**config.mk**
```make
export PLATFORM = sky130hd
export DESIGN_NAME = mem_port_arbiter_flat
export DESIGN_NICKNAME = d
export VERILOG_FILES = /design/src/rtl/mem_port_arbiter_if.sv /design/src/rtl/mem_port_arbiter.sv /design/src/flat_wrapper.sv
export SDC_FILE = /design/constraint.sdc
export NUM_CORES = 1
export LEC_CHECK = 0
export ABC_CLOCK_PERIOD_IN_PS = 2950
export BUFFER_PORTS_ARGS = -buffer_cell sky130_fd_sc_hd__buf_2
export CAP_MARGIN = 20
export CORE_MARGIN = 4
export CORE_UTILIZATION = 40
export CTS_BUF_LIST = sky130_fd_sc_hd__clkbuf_8
export DETAILED_ROUTE_END_ITERATION = 7
export GPL_TIMING_DRIVEN = 0
export PLACE_DENSITY_LB_ADDON = 0.08
export RECOVER_POWER = 25
export SLEW_MARGIN = 40
export SYNTH_ARGS = -nofsm -noshare
export SYNTH_HDL_FRONTEND = slang
export SYNTH_SLANG_ARGS = --single-unit
```
**constraint.sdc**
```tcl
create_clock -name clk -period 2.95 [get_ports clk]
set_input_delay 0.59 -clock clk [delete_from_list [all_inputs] [get_ports clk]]
set_output_delay 0.59 -clock clk [all_outputs]
set_load 0.005 [all_outputs]
```
**src/rtl/mem_port_arbiter_if.sv**
```systemverilog
// Bundles the decode, writeback and memory-side signals of the shared memory port.
// The slave modport is the arbiter's view; the master modport is the requesters' and memory's view.
interface mem_port_arbiter_if #(
    parameter int ADDR_W = 16,
    parameter int DATA_W = 16
);
    logic              dec_req;
    logic [ADDR_W-1:0] dec_addr;
    logic              dec_gnt;
    logic              dec_rvalid;
    logic [DATA_W-1:0] dec_rdata;
    logic              dec_stall;

    logic              wb_req;
    logic              wb_we;
    logic [ADDR_W-1:0] wb_addr;
    logic [DATA_W-1:0] wb_wdata;
    logic              wb_gnt;
    logic              wb_rvalid;
    logic [DATA_W-1:0] wb_rdata;

    logic              mem_rd_en;
    logic              mem_wr_en;
    logic [ADDR_W-1:0] mem_addr;
    logic [DATA_W-1:0] mem_wdata;
    logic [DATA_W-1:0] mem_rdata;

    logic [7:0]        conflict_cnt;

    modport slave (
        input  dec_req, dec_addr, wb_req, wb_we, wb_addr, wb_wdata, mem_rdata,
        output dec_gnt, dec_rvalid, dec_rdata, dec_stall,
               wb_gnt, wb_rvalid, wb_rdata,
               mem_rd_en, mem_wr_en, mem_addr, mem_wdata, conflict_cnt
    );

    modport master (
        output dec_req, dec_addr, wb_req, wb_we, wb_addr, wb_wdata, mem_rdata,
        input  dec_gnt, dec_rvalid, dec_rdata, dec_stall,
               wb_gnt, wb_rvalid, wb_rdata,
               mem_rd_en, mem_wr_en, mem_addr, mem_wdata, conflict_cnt
    );
endinterface

```
**src/rtl/mem_port_arbiter.sv**
```systemverilog
// Round-robin arbiter sharing one memory port between decode reads and writeback reads/writes.
// Grant and strobe one cycle after the request is sampled, read data three cycles after; waiters simply hold req.
module mem_port_arbiter #(
    parameter int ADDR_W = 16,
    parameter int DATA_W = 16
) (
    input  logic clk,
    input  logic rst_n,
    mem_port_arbiter_if.slave bus
);
    typedef enum logic [1:0] {IDLE, ACCESS, RESP} state_t;

    state_t            state, state_nxt;
    logic              last_wb;
    logic              we_q;
    logic [ADDR_W-1:0] addr_q;
    logic [DATA_W-1:0] wdata_q;
    logic [DATA_W-1:0] dec_rdata_q, wb_rdata_q;
    logic              dec_rvalid_q, wb_rvalid_q;
    logic [7:0]        cnt_q;

    logic              grant_now, pick_wb;
    logic              dec_gnt, wb_gnt, rd_en, wr_en;

    always_ff @(posedge clk or negedge rst_n) begin
        if (!rst_n) state <= IDLE;
        else        state <= state_nxt;
    end

    always_comb begin
        state_nxt = state;
        grant_now = 1'b0;
        pick_wb   = bus.wb_req && (!bus.dec_req || !last_wb);
        dec_gnt   = 1'b0;
        wb_gnt    = 1'b0;
        rd_en     = 1'b0;
        wr_en     = 1'b0;
        case (state)
            IDLE: begin
                if (bus.dec_req || bus.wb_req) begin
                    state_nxt = ACCESS;
                    grant_now = 1'b1;
                end
            end
            ACCESS: begin
                state_nxt = we_q ? IDLE : RESP;
                rd_en     = !we_q;
                wr_en     = we_q;
                dec_gnt   = !last_wb;
                wb_gnt    = last_wb;
            end
            RESP:    state_nxt = IDLE;
            default: state_nxt = IDLE;
        endcase
    end

    // last_wb doubles as the owner of the transaction in flight: it only changes on a grant.
    always_ff @(posedge clk or negedge rst_n) begin
        if (!rst_n) begin
            last_wb <= 1'b1;
            we_q    <= 1'b0;
            addr_q  <= '0;
            wdata_q <= '0;
        end else if (grant_now) begin
            last_wb <= pick_wb;
            we_q    <= pick_wb && bus.wb_we;
            addr_q  <= pick_wb ? bus.wb_addr : bus.dec_addr;
            if (pick_wb) wdata_q <= bus.wb_wdata;
        end
    end

    always_ff @(posedge clk or negedge rst_n) begin
        if (!rst_n) begin
            dec_rvalid_q <= 1'b0;
            wb_rvalid_q  <= 1'b0;
            dec_rdata_q  <= '0;
            wb_rdata_q   <= '0;
        end else begin
            dec_rvalid_q <= (state == RESP) && !last_wb;
            wb_rvalid_q  <= (state == RESP) && last_wb;
            if (state == RESP) begin
                if (last_wb) wb_rdata_q  <= bus.mem_rdata;
                else         dec_rdata_q <= bus.mem_rdata;
            end
        end
    end

    always_ff @(posedge clk or negedge rst_n) begin
        if (!rst_n)
            cnt_q <= 8'd0;
        else if (bus.dec_req && bus.wb_req && !dec_gnt && !wb_gnt && cnt_q != 8'hFF)
            cnt_q <= cnt_q + 8'd1;
    end

    assign bus.dec_gnt      = dec_gnt;
    assign bus.wb_gnt       = wb_gnt;
    assign bus.mem_rd_en    = rd_en;
    assign bus.mem_wr_en    = wr_en;
    assign bus.mem_addr     = addr_q;
    assign bus.mem_wdata    = wdata_q;
    assign bus.dec_rvalid   = dec_rvalid_q;
    assign bus.wb_rvalid    = wb_rvalid_q;
    assign bus.dec_rdata    = dec_rdata_q;
    assign bus.wb_rdata     = wb_rdata_q;
    assign bus.conflict_cnt = cnt_q;
    assign bus.dec_stall    = bus.dec_req || (!last_wb && state != IDLE);
endmodule

```
**src/flat_wrapper.sv**
```systemverilog
// flat-port wrapper written by rule: the top's interface ports become plain ports
module mem_port_arbiter_flat 
#(
    parameter int ADDR_W = 16,
    parameter int DATA_W = 16
)
  (clk, rst_n, bus_dec_req, bus_dec_addr, bus_wb_req, bus_wb_we, bus_wb_addr, bus_wb_wdata, bus_mem_rdata, bus_dec_gnt, bus_dec_rvalid, bus_dec_rdata, bus_dec_stall, bus_wb_gnt, bus_wb_rvalid, bus_wb_rdata, bus_mem_rd_en, bus_mem_wr_en, bus_mem_addr, bus_mem_wdata, bus_conflict_cnt);
  mem_port_arbiter_if #(.ADDR_W(ADDR_W), .DATA_W(DATA_W)) bus_i ();
  input  logic clk;
  input  logic rst_n;
  input wire logic [$bits(bus_i.dec_req)-1:0] bus_dec_req;
  input wire logic [$bits(bus_i.dec_addr)-1:0] bus_dec_addr;
  input wire logic [$bits(bus_i.wb_req)-1:0] bus_wb_req;
  input wire logic [$bits(bus_i.wb_we)-1:0] bus_wb_we;
  input wire logic [$bits(bus_i.wb_addr)-1:0] bus_wb_addr;
  input wire logic [$bits(bus_i.wb_wdata)-1:0] bus_wb_wdata;
  input wire logic [$bits(bus_i.mem_rdata)-1:0] bus_mem_rdata;
  output wire logic [$bits(bus_i.dec_gnt)-1:0] bus_dec_gnt;
  output wire logic [$bits(bus_i.dec_rvalid)-1:0] bus_dec_rvalid;
  output wire logic [$bits(bus_i.dec_rdata)-1:0] bus_dec_rdata;
  output wire logic [$bits(bus_i.dec_stall)-1:0] bus_dec_stall;
  output wire logic [$bits(bus_i.wb_gnt)-1:0] bus_wb_gnt;
  output wire logic [$bits(bus_i.wb_rvalid)-1:0] bus_wb_rvalid;
  output wire logic [$bits(bus_i.wb_rdata)-1:0] bus_wb_rdata;
  output wire logic [$bits(bus_i.mem_rd_en)-1:0] bus_mem_rd_en;
  output wire logic [$bits(bus_i.mem_wr_en)-1:0] bus_mem_wr_en;
  output wire logic [$bits(bus_i.mem_addr)-1:0] bus_mem_addr;
  output wire logic [$bits(bus_i.mem_wdata)-1:0] bus_mem_wdata;
  output wire logic [$bits(bus_i.conflict_cnt)-1:0] bus_conflict_cnt;
  assign bus_i.dec_req = bus_dec_req;
  assign bus_i.dec_addr = bus_dec_addr;
  assign bus_i.wb_req = bus_wb_req;
  assign bus_i.wb_we = bus_wb_we;
  assign bus_i.wb_addr = bus_wb_addr;
  assign bus_i.wb_wdata = bus_wb_wdata;
  assign bus_i.mem_rdata = bus_mem_rdata;
  assign bus_dec_gnt = bus_i.dec_gnt;
  assign bus_dec_rvalid = bus_i.dec_rvalid;
  assign bus_dec_rdata = bus_i.dec_rdata;
  assign bus_dec_stall = bus_i.dec_stall;
  assign bus_wb_gnt = bus_i.wb_gnt;
  assign bus_wb_rvalid = bus_i.wb_rvalid;
  assign bus_wb_rdata = bus_i.wb_rdata;
  assign bus_mem_rd_en = bus_i.mem_rd_en;
  assign bus_mem_wr_en = bus_i.mem_wr_en;
  assign bus_mem_addr = bus_i.mem_addr;
  assign bus_mem_wdata = bus_i.mem_wdata;
  assign bus_conflict_cnt = bus_i.conflict_cnt;
  mem_port_arbiter #(.ADDR_W(ADDR_W), .DATA_W(DATA_W)) u_core (.clk(clk), .rst_n(rst_n), .bus(bus_i));
endmodule
```
# [Word level (Yosys, flattened, before mapping)]
# Index checks and enable logic that the tools add are counted.
[totals] ff_bits=78 out_inout_bits=79 elab_cells=48 in_bits=69
[op_classes] eq_ne=4 reduce_logical=22 muxes=10 add_sub_neg=1 bitwise_logic=1
[ops] operator="$mux 16" n=1
[ops] operator="$logic_and 1x1->1" n=9
[ops] operator="$add 8x1->8 const B" n=1
[ops] operator="$ne 8x8->1 const B" n=1
[ops] operator="$mux 1" n=6
[ops] operator="$reduce_and 2->1" n=3
[ops] operator="$logic_not 1->1" n=5
[ops] operator="$mux 2" n=2
[ops] operator="$pmux 2 s2" n=1
[ops] operator="$logic_or 1x1->1" n=3
[ops] operator="$eq 2x1->1 const B" n=1
[ops] operator="$eq 2x2->1 const B" n=1
[ops] operator="$logic_not 2->1" n=1
[ops] operator="$ne 2x1->1 const B" n=1
[ops] operator="$reduce_bool 2->1" n=1
[ops] operator="$not 1->1" n=1

# [Depth between registers and ports, before layout]
# Gate-level depths: netlist of run 1.
[depth] ltp_word=6 ltp_mapped=6 mapped_depth_nobuf=5

# [Worst setup path after synthesis of run 1]
# No wires, ideal clock.
[synth_path] path_kind="reg-to-reg" from="register u_core.cnt_q[0], in the netlist u_core.bus.conflict_cnt[0]" to="register u_core.cnt_q[1], in the netlist u_core.bus.conflict_cnt[1]" n_path_buf=0 path_stages_with_launch=6 t_required_ns=2.825 t_arrival_ns=1.516 synth_period_minus_slack_ns=1.641 path_slack_ns=1.309 cell_sequence="dfrtp_1 -> ha_1 -> nand3_2 -> or3_4 -> and2_4 -> mux2_4"
[synth_via] elab_chain_len=2 word_cells_on_any_way=3 classes_between="add/sub: 1; eq/ne: 1; reduce/logical: 1"
[synth_lines] item="from (decl)" line="mem_port_arbiter.sv:20" text="logic [7:0] cnt_q;"
[synth_lines] item="from (signal assigned)" line="mem_port_arbiter.sv:92" text="cnt_q <= cnt_q + 8'd1;"
[synth_lines] item="parallel branches: the longest is 2 deep, another holds $add 8x1->8"
# Several ways; the timed one is not identified.
# A chain may end at the register's enable or synchronous reset.

==> results of run 1 <==
path summary, 6_finish.rpt:
path | endpoint | depth (start not counted) | slack (ns)
worst min-delay path | u_core.bus.wb_rdata[14] | 3 | 0.45
worst min register to register | u_core.state[1] | 1 | 0.45
min in group asynchronous | u_core.bus.wb_rdata[7] | 1 | 0.75
worst max-delay path | u_core.bus.mem_wdata[2] | 1 | 1.12
max in group clk | u_core.bus.dec_rdata[7] | 3 | 1.12
worst max register to register | u_core.bus.dec_rdata[7] | 3 | 1.12
stage by stage:
step	util	setup WS (ns)	total power, W	instance area (um^2)
global placement	0.5244	0.6662	0.003482	4053
finish	0.5567	1.119	0.004371	4302
CTS	0.5576	1.079	0.004451	4309
detailed placement	0.5288	1.079	0.003540	4086
global route	0.5567	0.6991	0.004728	4302
floorplan	-	1.309	0.002727	3189
area by class of cell:
cell class                      instances  area [um^2]  area share
Clock buffer                           10        137.6     0.03200
Sequential cell                        78         1953      0.4540
Inverter                                3        11.26    0.002618
Timing Repair Buffer                  148        762.0      0.1771
Buffer                                 10        62.56     0.01454
Multi-Input combinational cell        176         1162      0.2702
Tap cell                              102        127.6     0.02967
Clock inverter                          6        85.08     0.01978
kinds of logic after synthesis:
group | after synthesis | synth area share
xor gates and xnor gates | 1 | 0.002747
adders and majority gates | 1 | 0.003922
AOI/OAI and AO/OA | 24 | 0.04119
muxes | 53 | 0.1820
and+or+nand+nor | 97 | 0.1346
DFF | 78 | 0.6124
buffers and inverters | 13 | 0.02315
layer usage:
layer  GRT usage  vias up  wire, um
met1      0.2125     1139      3423
met5           0        -         0
li1            -     1209         -
met3     0.05384       13       536
met2      0.2670       88      3543
met4     0.07348        0       174
sequential cells by signal, indices dropped and copies added (netlist names):
| signal | flops |
|---|---|
| u_core.bus.dec_rvalid | 1 |
| u_core.last_wb | 1 |
| u_core.bus.mem_wdata | 16 |
| u_core.bus.wb_rdata | 16 |
| u_core.state | 2 |
| u_core.bus.wb_rvalid | 1 |
| u_core.we_q | 1 |
| u_core.bus.conflict_cnt | 8 |
| u_core.bus.dec_rdata | 16 |
| u_core.bus.mem_addr | 16 |
layout by cell type, fill, tap and decap left out, types with 2 or more instances in the layout:
master and instances:
buf_2 148, dfrtp_1 77, nand2_1 54, mux2_2 36, nor2_1 24, a21oi_1 17, mux2i_1 16, clkbuf_8 10
nand3_1 7, buf_4 4, clkbuf_1 4, nand2b_1 2, inv_1 2, o21a_1 2, o21ai_0 2, clkinv_2 2
bufinv_16 2, clkinvlp_4 2
power groups by stage:
stage	clock network, W	logic, W	registers (W)
5_1_grt	0.000976	0.00179	0.00196
3_5_place_dp	0	0.00164	0.00190
6_report	0.000892	0.00159	0.00189
2_1_floorplan	0	0.000793	0.00193
4_1_cts	0.000922	0.00164	0.00189
3_3_place_gp	0	0.00160	0.00188
==> out/summary.txt, run 1 <==
Clock Skews = 0.009479 ns
Yosys top cell area share = 0.6042
Most instantiated library cell after synthesis = dfrtp_1
Hold path startpoint = bus_mem_rdata[14]
Max VDD drop = 0.3786 mV
Top cells by area, synth = dfrtp_1 60%, mux2_2 13%, nand2_1 6.4%, mux2i_1 5.0%, nor2_1 2.8%
Yosys cell types = 33
Detailed Place HPWL = 5.631 mm
Num rows = 32
CTS Hold Bufs = 0
Critical path type = input port to asynchronous set/reset pin
Most frequent cells after synthesis = 77 x dfrtp_1, 54 x nand2_1, 36 x mux2_2
Max cap viols = 1
Sw Ratio = 0.3306
CP peak stage delay = 1.31 ns
ANT nets after route = 0
CTS tree = done
Setup tns final = 0 ns
RSZ-0062 raised after global routing = no
# IOs = 148
Crit-path cells = clkbuf_1
Syn Inst Count = 267
Post-synth ARST share = 1.000
Critical Path RT = 3.04 ns
Wire per inst = 14.40 um
Clock transition at path regs = 0.08 ns
Psw = 0.001445 W
Largest net degree at the start of global routing = 47
Synth Flop Type = dfrtp_1
Critical path's top delay family = buffers and inverters
Post-CTS Setup Inserts = 0
Via-to-Cell Ratio = 4.595
Worst Setup End Kind = asynchronous set/reset pin
Part of the power in combinational logic = 0.365
Max Fclk = 546.3 MHz
Buf/Inv on CP = 1
Register area share after synthesis = 0.6124
Worst hold path type = input port to flip-flop
Min Tclk post-route = 1.831 ns
Cell area after synthesis = 0.003189 mm^2
Vias in the first global route = 2601
Rel. slew slack = -0.2464
Yosys Warn Count = 0
Clock sinks = 78
Gr usage total = 0.1686
Routed via count = 2449
Fillcell total = 703
Clock Power Share = 0.204
Post-route insts no fill = 533
GPL Wtd Cong = 0.7429
# resized after CTS = 0
Post-Syn Nets = 337
Pwr/cell area = 1016 mW/mm^2
Overflow after GRT = 0
Fin Hold WS = 0.4464 ns
Inserted Diodes = 0
Final setup fails = 0
CP max-delay cell = clkbuf_1
Root Driver = clkbuf_8
Leakage Power = 2.201 nW
Status = finished with violations
Worst r2r src = u_core.state[0]
Starting density of the core = 0.4127
H-tree depth = 3
IO buf count = 147
Least-Margin Pin Slew = 1.870 ns
DRT iter0 DRCs = 68
Number of flops mapped to enable cells by yosys = 0
Failing checks = capacitance limit, slew limit
Crit. Startpoint = rst_n
Initial antenna violation count = 0
Worst Path Arrival = 1.92 ns
Clk buf depth = 2
P_int = 0.002926 W
First-pass GRT wire length = 12.90 mm
Nature of the critical path startpoint = input port
Fin crit share = 0.6206
Share of cells above drive strength 1 = 0.4965
Sequential share of power = 0.431
Die X-Extent = 97.30 um
Dpl cells = 517
Synthesized area per cell = 11.94 um^2
Clock insertion delay at the later pin of the skew report = 0.34 ns
Die area = 0.009466 mm^2
CTS buffer count = 9
Layout overhead on the synthesized area = 34.88%
Crit path max fanout = 33
Synth Register Bits = 78
Die Y = 97.30 um
Drt pass-1 iters = 4
Nets = 496
Final Hold Violating Endpoints = 0
Core area = 0.007727 mm^2
Drt total wl = 7.677 mm
Area leader, netlist = dfrtp_1
DRC Markers = 0
Final Slew Violations = 33
No activity file was read; power rests on OpenSTA's default activity.
==> run 2: changes to the inputs <==
--- a/config.mk
+++ b/config.mk
@@ -5,7 +5,7 @@
 export SDC_FILE = /design/constraint.sdc
 export NUM_CORES = 1
 export LEC_CHECK = 0
-export ABC_CLOCK_PERIOD_IN_PS = 2950
+export ABC_CLOCK_PERIOD_IN_PS = 1500
 export BUFFER_PORTS_ARGS = -buffer_cell sky130_fd_sc_hd__buf_2
 export CAP_MARGIN = 20
 export CORE_MARGIN = 4
==> constraint.sdc (replaced) <==
create_clock -name clk -period 1.5 [get_ports clk]
set_input_delay 0.3 -clock clk [delete_from_list [all_inputs] [get_ports clk]]
set_output_delay 0.3 -clock clk [all_outputs]
set_load 0.005 [all_outputs]
==> out/summary.txt, run 2 (same netlist as run 1, synthesis figures left out) <==
Final Slew Violations = 0 (-100%)
Part of the power in combinational logic = 0.391 (+0.026)
Clock Skews = 0.01207 ns (+0.002591 ns)
Fillcell total = 691 (-1.7%)
Setup crit end = u_core.bus.conflict_cnt[1]
Rel. slew slack = 0.3660 (+0.6123)
Die X-Extent = 97.30 um (unchanged)
Nature of the critical path startpoint = flip-flop
Inserted Diodes = 0 (unchanged)
Drt total wl = 7.785 mm (+1.4%)
Max cap viols = 0 (-1)
Min Tclk post-route = 1.543 ns
Sequential share of power = 0.423 (-0.008)
Commonest non-fill, non-tap cell in the layout = buf_2
ANT nets after route = 0 (unchanged)
Wire per inst = 14.31 um (-0.64%)
Least-Margin Pin Slew = 0.9511 ns (-0.9185 ns)
Max Fclk = 648.1 MHz
Clock insertion delay at the later pin of the skew report = 0.34 ns (about the same)
Final Hold Violating Endpoints = 0 (unchanged)
Failing checks = setup timing
P_int = 0.005913 W (+100%)
GPL Wtd Cong = 0.7339 (-1.2%)
Gr usage total = 0.1683 (-0.0003037)
FF-to-FF End = u_core.bus.conflict_cnt[1]
Leakage Power = 2.283 nW (+3.7%)
Detailed Place HPWL = 5.644 mm (+0.25%)
Clock sinks = 78 (unchanged)
# IOs = 148 (unchanged)
Max VDD drop = 0.7248 mV (+91%)
Psw = 0.002939 W (+100%)
DRT iter0 DRCs = 51 (-25%)
Status = finished with violations
First-pass GRT wire length = 12.86 mm (-0.33%)
Via-to-Cell Ratio = 4.684 (+1.9%)
Drt pass-1 iters = 4 (unchanged)
Num rows = 32 (unchanged)
IO buf count = 147 (unchanged)
Clock transition at path regs = 0.08 ns (about the same)
Pwr/cell area = 1976 mW/mm^2 (+94%)
Clock Power Share = 0.186 (-0.018)
Crit. Startpoint = u_core.bus.conflict_cnt[1]
Worst Path Arrival = 1.76 ns (-0.16 ns)
Crit path max fanout = 3 (-91%)
Critical path type = flip-flop to flip-flop
Fin crit share = 1.029
Share of cells above drive strength 1 = 0.5317 (+0.03515)
Overflow after GRT = 0 (unchanged)
Root Driver = clkbuf_8
Final setup fails = 2 (+2)
Routed via count = 2548 (+4.0%)
Die Y = 97.30 um (unchanged)
Commonest cells after routing, fill and taps aside = 147 x buf_2, 76 x dfrtp_1, 54 x nand2_1, 36 x mux2_2, 22 x nor2_1
CTS tree = done
FF-to-FF path depth = 5 (+2)
Core area = 0.007727 mm^2 (unchanged)
Post-route setup slack = -0.04288 ns (-1.162 ns)
Starting density of the core = 0.4127 (unchanged)
Die area = 0.009466 mm^2 (unchanged)
Worst hold path type = input port to flip-flop
Sw Ratio = 0.3320 (+0.001453)
Layout overhead on the synthesized area = 40.49%
Largest net degree at the start of global routing = 44 (-6.4%)
Final instance area = 0.004481 mm^2 (+4.2%)
Placed standard-cell area = 0.004095 mm^2 (+0.21%)
H-tree depth = 3 (unchanged)
Nets = 508 (+2.4%)
R2R Setup Slk = -0.04 ns (-1.16 ns)
RSZ-0062 raised after global routing = yes
CTS buffer count = 9 (unchanged)
Initial antenna violation count = 0 (unchanged)
Fin util = 0.5798 (+0.02315)
Clk buf depth = 2 (unchanged)
Worst r2r src = u_core.bus.conflict_cnt[1]
Vias in the first global route = 2537 (-2.5%)
DRC Markers = 0 (unchanged)
Worst Setup End Kind = flip-flop
Critical Path RT = 1.72 ns (-1.32 ns)
[run 2: worst max-delay path, cell delays in order (launching register included)]
cell and delay (ns):
dfrtp_1 0.43, ha_4 0.17, nand3_4 0.06, or3_4 0.33, and2_4 0.15, mux2_4 0.29
[run 2: layer usage]
layer | GRT usage | wire, um
met5 | 0 | 0
met4 | 0.05751 | 74
met3 | 0.05528 | 598
met2 | 0.2749 | 3806
met1 | 0.2108 | 3306
[run 2: stage by stage]
stage	total power (W)	instances	worst slack (ns)	TNS, ns	hold WS [ns]
6_report	0.008852	544	-0.04288	-0.05923	0.1651
5_1_grt	0.009559	544	-0.09026	-2.716	0.1530
4_1_cts	0.008787	540	-0.1273	-0.2755	0.1397
3_5_place_dp	0.006978	517	-0.1652	-5.054	0.2228
3_3_place_gp	0.006873	516	-0.4843	-41.61	0.4363
2_1_floorplan	0.005386	267	-0.07693	-0.2030	0.004409
[run 2: cell type report]
| class | instances | area (um^2) | share of cell area |
|---|---|---|---|
| Buffer | 8 | 72.57 | 0.01620 |
| Clock buffer | 9 | 123.9 | 0.02765 |
| Clock inverter | 6 | 80.08 | 0.01787 |
| Inverter | 3 | 12.51 | 0.002793 |
| Multi-Input combinational cell | 177 | 1242 | 0.2773 |
| Sequential cell | 78 | 1954 | 0.4362 |
| Tap cell | 102 | 127.6 | 0.02848 |
| Timing Repair Buffer | 161 | 867.1 | 0.1935 |
[run 2: worst min-delay path by stage]
stage / startpoint / slack [ns] / depth (start not counted) / end
detailed placement: rst_n / 0.22 / 1 / u_core.bus.dec_rdata[7]
global route: bus_mem_rdata[7] / 0.15 / 3 / u_core.bus.wb_rdata[7]
floorplan: rst_n / 0.004 / 0 / u_core.bus.conflict_cnt[0]
global placement: u_core.we_q / 0.44 / 1 / u_core.state[1]
finish: bus_mem_rdata[11] / 0.17 / 3 / u_core.bus.wb_rdata[11]
CTS: bus_mem_rdata[11] / 0.14 / 3 / u_core.bus.wb_rdata[11]
[run 2: power by group through the flow]
stage                     clock (W)  combinational (W)  sequential (W)
after floorplan                   0            0.00157         0.00381
after global placement            0            0.00316         0.00371
after detailed placement          0            0.00323         0.00375
after CTS                   0.00169            0.00336         0.00374
after global routing        0.00177            0.00389         0.00390
final                       0.00164            0.00346         0.00375
[run 2: repair_timing]
action	in CTS	in global routing
hold endpoints to repair	34	0
hold buffers	1	0
pin swaps	5	6
gates cloned	0	1
setup endpoints to repair	58	51
buffers inserted	8	4
gates resized for setup	10	16
